`src/rtl/deser8_pkg.sv`:
```
// Shared constants and helpers for the _deser8 serial-to-parallel receiver.
// Optional feature macro used by the top: DESER8_ANYSET_EN.
package deser8_pkg;

    localparam int DESER8_WIDTH_DEF = 8;

    // Where a fresh bit enters the shift register: LSB-first shifts right and
    // enters at the top, MSB-first shifts left and enters at bit 0.
    localparam bit INS_AT_TOP    = 1'b1;
    localparam bit INS_AT_BOTTOM = 1'b0;

    function automatic int cnt_w(input int width);
        return (width > 2) ? $clog2(width) : 1;
    endfunction

    function automatic bit ins_at_top(input bit lsb_first);
        return lsb_first ? INS_AT_TOP : INS_AT_BOTTOM;
    endfunction

endpackage

```
`src/rtl/_deser8_shreg.sv`:
```
// Shift register and bit counter for _deser8; exposes the word that would be
// completed by the bit currently offered, plus a flag for the final bit slot.
module _deser8_shreg
    import deser8_pkg::*;
#(
    parameter int WIDTH     = DESER8_WIDTH_DEF,
    parameter bit LSB_FIRST = 1'b1,
    localparam int CW       = cnt_w(WIDTH)
) (
    input  logic             clk,
    input  logic             reset,
    input  logic             shift,
    input  logic             clr,
    input  logic             in_bit,
    output logic [WIDTH-1:0] next_word,
    output logic             last_bit,
    output logic [CW-1:0]    bit_count
);

    localparam bit AT_TOP = ins_at_top(LSB_FIRST);

    logic [WIDTH-1:0] sr;

    always_comb begin
        if (AT_TOP) next_word = {in_bit, sr[WIDTH-1:1]};
        else        next_word = {sr[WIDTH-2:0], in_bit};
        last_bit = (bit_count == CW'(WIDTH - 1));
    end

    always_ff @(posedge clk or posedge reset) begin
        if (reset) begin
            sr        <= '0;
            bit_count <= '0;
        end else if (clr) begin
            sr        <= '0;
            bit_count <= '0;
        end else if (shift) begin
            sr        <= next_word;
            bit_count <= last_bit ? '0 : bit_count + CW'(1);
        end
    end

endmodule

```
`src/rtl/_deser8.sv`:
```
// Serial-to-parallel receiver: assembles WIDTH accepted bits into a registered word.
// Build option DESER8_ANYSET_EN turns out_any into a registered OR of the word.
module _deser8
    import deser8_pkg::*;
#(
    parameter int WIDTH     = DESER8_WIDTH_DEF,
    parameter bit LSB_FIRST = 1'b1,
    localparam int CW       = cnt_w(WIDTH)
) (
    input  logic             clk,
    input  logic             reset,
    input  logic             clear,
    input  logic             in_valid,
    input  logic             in_bit,
    output logic             in_ready,
    output logic             out_valid,
    output logic [WIDTH-1:0] out_word,
    input  logic             out_ready,
    output logic [CW-1:0]    bit_count,
    output logic             out_any
);

    logic [WIDTH-1:0] next_word;
    logic             last_bit;
    logic             accept;
    logic             drain;
    logic             complete;

    // Only the final bit is gated by a full output stage, so earlier bits keep flowing.
    assign in_ready = ~clear & (~last_bit | ~out_valid | out_ready);
    assign accept   = in_valid & in_ready;
    assign drain    = out_valid & out_ready;
    assign complete = accept & last_bit;

    _deser8_shreg #(
        .WIDTH     (WIDTH),
        .LSB_FIRST (LSB_FIRST)
    ) u_shreg (
        .clk       (clk),
        .reset     (reset),
        .shift     (accept),
        .clr       (clear),
        .in_bit    (in_bit),
        .next_word (next_word),
        .last_bit  (last_bit),
        .bit_count (bit_count)
    );

    always_ff @(posedge clk or posedge reset) begin
        if (reset) begin
            out_word  <= '0;
            out_valid <= 1'b0;
        end else if (complete) begin
            out_word  <= next_word;
            out_valid <= 1'b1;
        end else if (drain) begin
            out_valid <= 1'b0;
        end
    end

`ifdef DESER8_ANYSET_EN
    always_ff @(posedge clk or posedge reset) begin
        if (reset)         out_any <= 1'b0;
        else if (complete) out_any <= |next_word;
    end
`else
    assign out_any = 1'b0;
`endif

endmodule

```
`config.mk`:
```
export PLATFORM = sky130hd
export DESIGN_NAME = _deser8
export DESIGN_NICKNAME = d
export VERILOG_FILES = /design/src/rtl/deser8_pkg.sv /design/src/rtl/_deser8_shreg.sv /design/src/rtl/_deser8.sv
export SDC_FILE = /design/constraint.sdc
export NUM_CORES = 1
export LEC_CHECK = 0
export BUFFER_PORTS_ARGS = -buffer_cell sky130_fd_sc_hd__buf_2
export CAP_MARGIN = 30
export CORE_MARGIN = 2
export CORE_UTILIZATION = 35
export CTS_CLUSTER_SIZE = 12
export DETAILED_ROUTE_END_ITERATION = 8
export PLACE_DENSITY_LB_ADDON = 0.1
export SYNTH_ARGS = -nofsm -noshare
export SYNTH_HDL_FRONTEND = slang
export SYNTH_SLANG_ARGS = --single-unit
```
`constraint.sdc`:
```
create_clock -name clk -period 1.6 [get_ports clk]
set_input_delay 0 -clock clk [delete_from_list [all_inputs] [get_ports clk]]
set_output_delay 0 -clock clk [all_outputs]
set_load 0.02 [all_outputs]
```
==> results of run 1 <==
## metrics by stage
stage	setup WS [ns]	utilization	cells	instance area, sq um
2_1_floorplan	0.0159	-	62	902
3_3_place_gp	-0.0271	0.418	110	1030
3_5_place_dp	-0.0583	0.418	110	1030
4_1_cts	0.0537	0.437	116	1070
5_1_grt	0.00148	0.437	116	1070
6_report	0.0667	0.437	116	1070
## state kept, by name (all words and copies together) (netlist names)
signal             flops
out_word               8
u_shreg.sr             7
u_shreg.bit_count      3
out_valid              1
## metal layers
metal,track usage,wire length [microns],vias to the layer above
met5,0,0,-
met3,0.0574,75,2
met2,0.200,727,15
met4,0.0500,12,0
met1,0.184,717,275
li1,-,-,253
## final cells by class
type	instances	area (sq um)	share of cell area
clock buffer	4	26.3	0.0245
inverter	2	7.51	0.00699
tap	30	37.5	0.0350
timing repair buffer	24	140	0.131
sequential	19	478	0.445
multi-input combinational	37	384	0.358
## synth_stat cells
| cell | n |
|---|---|
| dfrtp_1 | 19 |
| mux2_4 | 9 |
| nor2b_1 | 8 |
| mux2_2 | 7 |
| a31o_2 | 2 |
| buf_6 | 2 |
| ha_1 | 2 |
| inv_1 | 2 |
| a21bo_2 | 1 |
| a21oi_1 | 1 |
| and3b_1 | 1 |
| and3b_2 | 1 |
| buf_4 | 1 |
| clkbuf_1 | 1 |
| conb_1 | 1 |
| nor2b_2 | 1 |
| nor2b_4 | 1 |
| nor3b_1 | 1 |
| or2_2 | 1 |
## worst max path at each step
stage	from	endpoint	slack, ns
2_1_floorplan	u_shreg.bit_count[0]	u_shreg.bit_count[2]	0.02
3_3_place_gp	u_shreg.bit_count[1]	out_word[6]	-0.03
3_5_place_dp	u_shreg.bit_count[0]	out_word[6]	-0.06
4_1_cts	u_shreg.bit_count[0]	u_shreg.sr[2]	0.05
5_1_grt	u_shreg.bit_count[0]	in_ready	0.001
6_report	u_shreg.bit_count[0]	u_shreg.sr[2]	0.07
## worst register-to-register path: stages, from the launching register on
cell and delay, ns:
dfrtp_2 0.42, ha_1 0.20, ha_2 0.18, a21bo_2 0.30
mux2_4 0.33
## timing repair
item                                    4_1_cts  5_1_grt
hold buffers                                  2        0
endpoints found under the hold margin        11        0
endpoints found under the setup margin        8        0
gates resized for setup                       1        0
setup buffers                                 0        0
## kinds of logic (layout without fill, tap and decap cells)
kind of cell | after synthesis | in the layout | share of synthesized area
compound gates | 4 | 4 | 0.0363
fa+ha+maj | 2 | 2 | 0.0279
buf+inv | 6 | 30 | 0.0460
flops | 19 | 19 | 0.530
mux | 16 | 16 | 0.238
other cells | 1 | 1 | 0.00418
simple gates | 14 | 14 | 0.117
## power by group through the flow
stage / combinational (uW) / sequential (uW) / clock, uW
after CTS: 99.1 / 500 / 264
after global routing: 108 / 502 / 285
after floorplan: 53.7 / 518 / 0
after detailed placement: 95.0 / 509 / 0
after global placement: 93.5 / 509 / 0
final: 96.5 / 499 / 251
==> out/results.tsv, run 1 <==
metric	value	unit
final_nets	95	
synthTopCellsByArea	dfrtp_1, mux2_4, mux2_2, nor2b_1, ha_1	
synth_area_leader_cell	dfrtp_1	
combPwrFrac	0.114	
finalHoldViolCount	0	
final_cell_mix	buf_2, dfrtp_1, mux2_4	
clkTransAtPathRegs	0.11	ns
worst-path-buf-inv	0	
gp_congestion	0.724	
syn_avg_cell_area	14.5	sq um
max-vdd-ir-drop	0.000522	V
p_per_area	789	mW/mm^2
overflow	0	
cp_top_family	flip-flops	
ant_nets	0	
fill_cells	248	
finalSetupViolCount	0	
dp_hpwl	1070	microns
cp_slowest_cell	dfrtp_2	
die_y	54.6	microns
synth_top_area_share	0.530	
grt_use_total	0.139	
hold_start	out_ready	
die_x	54.6	microns
netSwitchingFraction	0.250	
leakage	0.000594	uW
layout-drive-gt1-share	0.605	
min_period	1.53	ns
num_antenna_cells	0	
drv_cap	0	
cts.sinks	19	
reg2regPathDepth	4	
grt_pass1_wl	2730	microns
synth-seq-cells	19	
pwr-share-clk	0.297	
worstSkewPairLatency	0.30	ns
numPortBuffers	18	
timing.hold.ws	0.0735	ns
mostFrequentLayoutCell	buf_2	
endpoint_kind	flop	
required	1.80	ns
critPathLaunchType	flop	
synth_area	897	sq um
wire_per_inst	13.2	microns
cts_buffer_depth	2	
cp.depth	4	
grt_pass1_vias	552	
num_io_pins	20	
synth_nets	70	
drc	0	
grt_start_max_net_pins	12	
antenna_found_initial	0	
cellInternalPower	636	uW
cts_made_buffers	3	
r2r_end	u_shreg.sr[2]	
p_seq_frac	0.589	
firstDrtPassIters	3	
cts_root_buf	clkbuf_4	
regToRegSetupSlack	0.07	ns
synthesis.instances	62	
fin_worst_skew	0.000963	ns
r2r-start	u_shreg.bit_count[0]	
ys_seq_area_frac	0.530	
area_delta_synth_final	19.7	%
p_sw	212	uW
cp_data_arrival_time	1.73	ns
totalWireLength	1530	microns
hold_depth	3	
row_count	18	
drv_slew	0	
die-area	0.00298	sq mm
htree_levels	1	
crit_path_max_fanout	10	
fp.coreArea	0.00245	sq mm
fin_crit_sh	0.958	
synth_warnings	0	
vias_per_cell	4.70	
hp-class	in2reg	
status	finished, final reports clean	
min_to	out_valid	
final.setup.tns	0	ns
synth.distinct_cells	19	
rsz0062_at_grt	no	
crit_path_max_incr_delay	0.42	ns
p_total	847	uW
vias	545	
initial_core_util	0.365	
critPathKind	reg2reg	
drt_iter0_drc	1	
fmax	0.652	GHz
tritoncts	built	
path_cells	ha_1 -> ha_2 -> a21bo_2 -> mux2_4	
(Power assumes the default switching activity.)
==> run 2, diff against run 1 <==
Settings changed: CORE_UTILIZATION 35 to 46.
==> run 2 against run 1 <==
Count of clock-buffer cells in the layout is 1 lower. Worst setup slack worse by 0.0069 ns. Clock power is 6% lower. Global-route usage is 0.58 points higher. Power is 2.3% lower. Sequential share of layout area is 0.85 points higher. Highest routed layer unchanged. Non-clock buffer count is 2 lower. Utilization is 15 points higher.
==> out/results.tsv, run 2 (synthesis results as in run 1) <==
metric	value	unit	change
reg2regPathDepth	4		unchanged
wire_per_inst	12.9	microns	was 13.2 microns
critPathLaunchType	flop		unchanged
fmax	0.649	GHz	was 0.652 GHz
die_y	48.2	microns	was 54.6 microns
final.setup.tns	0	ns	unchanged
r2r-start	u_shreg.bit_count[1]		was u_shreg.bit_count[0]
vias	522		was 545
num_io_pins	20		unchanged
hp-class	in2reg		unchanged
row_count	15		was 18
grt_start_max_net_pins	20		was 12
p_total	828	uW	was 847 uW
layout-drive-gt1-share	0.607		was 0.605
tritoncts	built		unchanged
top_regs	out_word: 8 flops, u_shreg.sr: 7 flops, u_shreg.bit_count: 3 flops		unchanged
cts_made_buffers	3		unchanged
clkTransAtPathRegs	0.10	ns	was 0.11 ns
totalWireLength	1400	microns	was 1530 microns
ant_nets	0		unchanged
mostFrequentLayoutCell	buf_2		unchanged
min_period	1.54	ns	was 1.53 ns
status	finished, final reports clean		unchanged
fill_cells	152		was 248
worstMarginPinSlew	0.689	ns	
area_delta_synth_final	17.4	%	was 19.7%
multi_input_comb_area	384	sq um	unchanged
fp.coreArea	0.00178	sq mm	was 0.00245 sq mm
r2r_end	u_shreg.sr[5]		was u_shreg.sr[2]
fin_crit_sh	0.963		was 0.958
initial_core_util	0.503		was 0.365
final_nets	93		was 95
cp_data_arrival_time	1.73	ns	about the same
rsz0062_at_grt	no		unchanged
num_antenna_cells	0		unchanged
htree_levels	1		unchanged
dp_hpwl	958	microns	was 1070 microns
finalHoldViolCount	0		unchanged
final_cell_mix	buf_2, dfrtp_1, mux2_4		unchanged
leakage	0.000587	uW	was 0.000594 uW
drc	0		unchanged
min_to	out_valid		unchanged
worstSkewPairLatency	0.29	ns	was 0.30 ns
die_x	48.2	microns	was 54.6 microns
regMostFlops	out_word		unchanged
seq_area	478	sq um	unchanged
design_area	0.00105	sq mm	was 0.00107 sq mm
hold_depth	3		unchanged
grt_use_total	0.144		was 0.139
finalSetupViolCount	0		unchanged
required	1.79	ns	was 1.80 ns
gp_congestion	0.715		was 0.724
firstDrtPassIters	3		unchanged
max-vdd-ir-drop	0.000638	V	was 0.000522 V
drv_slew	0		unchanged
antenna_found_initial	0		unchanged
endpoint_kind	flop		unchanged
slew_headroom	0.540		
hold_start	out_ready		unchanged
regToRegSetupSlack	0.06	ns	was 0.07 ns
die-area	0.00232	sq mm	was 0.00298 sq mm
place_area	0.00100	sq mm	was 0.00103 sq mm
grt_pass1_vias	465		was 552
fin_worst_skew	0.000562	ns	was 0.000963 ns
overflow	0		unchanged
grt_pass1_wl	2180	microns	was 2730 microns
critPathKind	reg2reg		unchanged
numPortBuffers	18		unchanged
crit_path_max_fanout	10		unchanged
largest_reg_flops	8		unchanged
cts_buffer_depth	2		unchanged
drv_cap	0		unchanged
cts.sinks	19		unchanged
drt_iter0_drc	3		was 1
vias_per_cell	4.79		was 4.70
cts_root_buf	clkbuf_4		unchanged
p_per_area	786	mW/mm^2	was 789 mW/mm^2
[run 2: cell count changes in the layout (fill, tap and decap cells not counted), sizes merged]
cell    previous run  this run
clkinv             0         1
clkbuf             4         3
buf               22        20
[run 2: cell type report]
cell class	count	area share
clock inverter	1	0.00475
inverter	2	0.00713
multi-input combinational	37	0.365
clock buffer	3	0.0214
timing repair buffer	22	0.119
tap	25	0.0297
sequential	19	0.454
[run 2: critical path: stages, from the launching register on]
cell and delay (ns):
dfrtp_2 0.43, ha_1 0.19, ha_2 0.18, a21bo_2 0.30
mux2_4 0.33
[run 2: stage by stage]
step                worst slack [ns]  hold WS (ns)  std cells   util
floorplan                     0.0159       -0.0490         62      -
global placement             -0.0248         0.147        103  0.564
detailed placement           -0.0651         0.141        103  0.564
CTS                           0.0456        0.0783        109  0.591
global route                  0.0168        0.0800        109  0.591
finish                        0.0597        0.0838        109  0.591
[run 2: worst max path at each step]
stage / startpoint / to / slack (ns) / depth (start not counted)
6_report: u_shreg.bit_count[1] / u_shreg.sr[5] / 0.06 / 4
5_1_grt: u_shreg.bit_count[0] / in_ready / 0.02 / 5
4_1_cts: u_shreg.bit_count[1] / u_shreg.sr[5] / 0.05 / 4
3_5_place_dp: u_shreg.bit_count[1] / out_word[5] / -0.07 / 4
3_3_place_gp: u_shreg.bit_count[1] / out_word[6] / -0.02 / 4
2_1_floorplan: u_shreg.bit_count[0] / u_shreg.bit_count[2] / 0.02 / 5
[run 2: what timing repair did]
action,4_1_cts,5_1_grt
endpoints found under the setup margin,8,0
hold buffers,2,0
endpoints found under the hold margin,21,0
gates resized for setup,1,0
setup buffers,0,0
[run 2: routing by layer]
metal / part of all wire / global-route usage / vias up
met3: 0.036 / 0.0556 / 2
met2: 0.43 / 0.195 / 14
li1: - / - / 251
met1: 0.52 / 0.204 / 255
met4: 0.016 / 0.0649 / 0
met5: 0 / 0 / -
[run 2: where the power goes]
group / switching, uW / leakage, uW / internal [uW]
clock: 144 / 0.0000177 / 93.1
sequential: 8.12 / 0.000260 / 492
combinational: 48.3 / 0.000309 / 41.8
total: 201 / 0.000587 / 627
==> run 3, diff against run 2 <==
Settings changed: CORE_UTILIZATION 46 to 52.
Clock period 1.6 ns to 1.99 ns, I/O delays scaled along.
==> run 3 against run 2 <==
Largest power group unchanged. Die area is 11% lower. Via count is 0.57% higher. Critical path depth stayed put. Combinational power is 25% lower.
==> out/results.tsv, run 3 (synthesis results as in run 1) <==
metric	value	unit	change
fmax	0.585	GHz	was 0.649 GHz
largest_reg_flops	8		unchanged
post_cts_resized	0		was 1
grt_use_total	0.165		was 0.144
cellInternalPower	501	uW	was 627 uW
pre_cts_ws	0.283	ns	was -0.0651 ns
num_antenna_cells	0		unchanged
fin_crit_sh	0.858		was 0.963
gp_congestion	0.742		was 0.715
final_nets	91		was 93
mostFrequentLayoutCell	dfrtp_1		was buf_2
vias	525		was 522
top_regs	out_word: 8 flops, u_shreg.sr: 7 flops, u_shreg.bit_count: 3 flops		unchanged
finalHoldViolCount	0		unchanged
critPathKind	reg2reg		unchanged
cp_slowest_cell	and3b_1		was dfrtp_2
regMostFlops	out_word		unchanged
p_seq_frac	0.603		was 0.604
ant_nets	0		unchanged
totalWireLength	1400	microns	about the same
cts.sinks	19		unchanged
vias_per_cell	5.30		was 4.79
worstSkewPairLatency	0.30	ns	was 0.29 ns
row_count	15		unchanged
num_io_pins	20		unchanged
status	finished, final reports clean		unchanged
drc	0		unchanged
cp_data_arrival_time	1.90	ns	was 1.73 ns
cts_root_buf	clkbuf_4		unchanged
slew_headroom	0.542		was 0.540
htree_levels	1		unchanged
initial_core_util	0.537		was 0.503
timing.hold.ws	0.0770	ns	was 0.0838 ns
worstMarginPinSlew	0.687	ns	was 0.689 ns
p_sw	167	uW	was 201 uW
dp_hpwl	982	microns	was 958 microns
clkTransAtPathRegs	0.10	ns	about the same
required	2.18	ns	was 1.79 ns
tritoncts	built		unchanged
p_per_area	653	mW/mm^2	was 786 mW/mm^2
finalSetupViolCount	0		unchanged
hp-class	in2reg		unchanged
cts_made_buffers	3		unchanged
endpoint_kind	flop		unchanged
crit_path_max_incr_delay	0.45	ns	was 0.43 ns
drv_cap	0		unchanged
area_delta_synth_final	13.9	%	was 17.4%
combPwrFrac	0.101		was 0.109
grt_pass1_wl	2330	microns	was 2180 microns
antenna_found_initial	0		unchanged
max-vdd-ir-drop	0.000405	V	was 0.000638 V
die_y	45.5	microns	was 48.2 microns
grt_start_max_net_pins	20		unchanged
rsz0062_at_grt	no		unchanged
crit_path_max_fanout	9		was 10
wire_per_inst	14.1	microns	was 12.9 microns
crit_top_cell	ha_1		
overflow	0		unchanged
layout-drive-gt1-share	0.549		was 0.607
leakage	0.000582	uW	was 0.000587 uW
die_x	45.5	microns	was 48.2 microns
numPortBuffers	18		unchanged
final.setup.tns	0	ns	unchanged
worst_slack	0.282	ns	was 0.0597 ns
min_period	1.71	ns	was 1.54 ns
cts_buffer_depth	2		unchanged
die-area	0.00207	sq mm	was 0.00232 sq mm
netSwitchingFraction	0.250		was 0.242
critPathLaunchType	flop		unchanged
fp.coreArea	0.00167	sq mm	was 0.00178 sq mm
drt_iter0_drc	5		was 3
grt_pass1_vias	512		was 465
fin_worst_skew	0.00852	ns	was 0.000562 ns
final_cell_mix	dfrtp_1, buf_2, mux2_4		was buf_2, dfrtp_1, mux2_4
pwr-share-clk	0.296		was 0.287
path_cells	ha_1 -> ha_1 -> and3b_1 -> mux2_2		was ha_1 -> ha_2 -> a21bo_2 -> mux2_4
firstDrtPassIters	4		was 3
drv_slew	0		unchanged
[run 3: layer usage]
layer,GRT usage,vias up,part of all wire
met4,0.0882,0,0.021
met5,0,-,0
met1,0.236,258,0.49
met2,0.231,15,0.45
li1,-,249,-
met3,0.0357,3,0.042
[run 3: per-stage QoR]
| step | power, uW | std cells | utilization | instance area [sq um] |
|---|---|---|---|---|
| after floorplan | 458 | 62 | - | 897 |
| after detailed placement | 476 | 93 | 0.584 | 975 |
| after CTS | 676 | 99 | 0.612 | 1020 |
| final | 668 | 99 | 0.612 | 1020 |
| after global routing | 703 | 99 | 0.612 | 1020 |
| after global placement | 476 | 93 | 0.584 | 975 |
[run 3: critical path: cells and delay by family, from the launching register on]
family | cells | cell delay, ns
fa+ha+maj | 2 | 0.37
flops | 1 | 0.41
mux | 1 | 0.38
simple gates | 1 | 0.45
[run 3: cell type report]
cell class	count	area (sq um)
Fill cell	147	648
Sequential cell	19	475
Multi-Input combinational cell	37	380
Timing Repair Buffer	20	110
Clock buffer	3	22.5
Tap cell	17	21.3
Inverter	2	7.51
Clock inverter	1	5.00
[run 3: path summary, 6_finish.rpt]
check / startpoint / to / slack, ns / depth (start not counted)
max reg2reg: u_shreg.bit_count[0] / out_word[7] / 0.28 / 4
min reg2reg: out_word[4] / out_word[4] / 0.51 / 1
min: out_ready / out_valid / 0.08 / 3
max in group asynchronous: reset / u_shreg.bit_count[1] / 1.22 / 3
min in group asynchronous: reset / u_shreg.sr[5] / 0.33 / 3
max: u_shreg.bit_count[0] / out_word[7] / 0.28 / 4
[run 3: what timing repair did]
item	in CTS	in global routing
hold buffers	2	0
hold endpoints to repair	21	0
setup buffers	0	0
[run 3: power groups by stage]
stage	registers, uW	logic (uW)	clock network [uW]
after floorplan	415	43.1	0
after global placement	410	66.5	0
after detailed placement	410	66.0	0
after CTS	403	69.1	204
after global routing	404	74.7	224
final	403	67.2	198
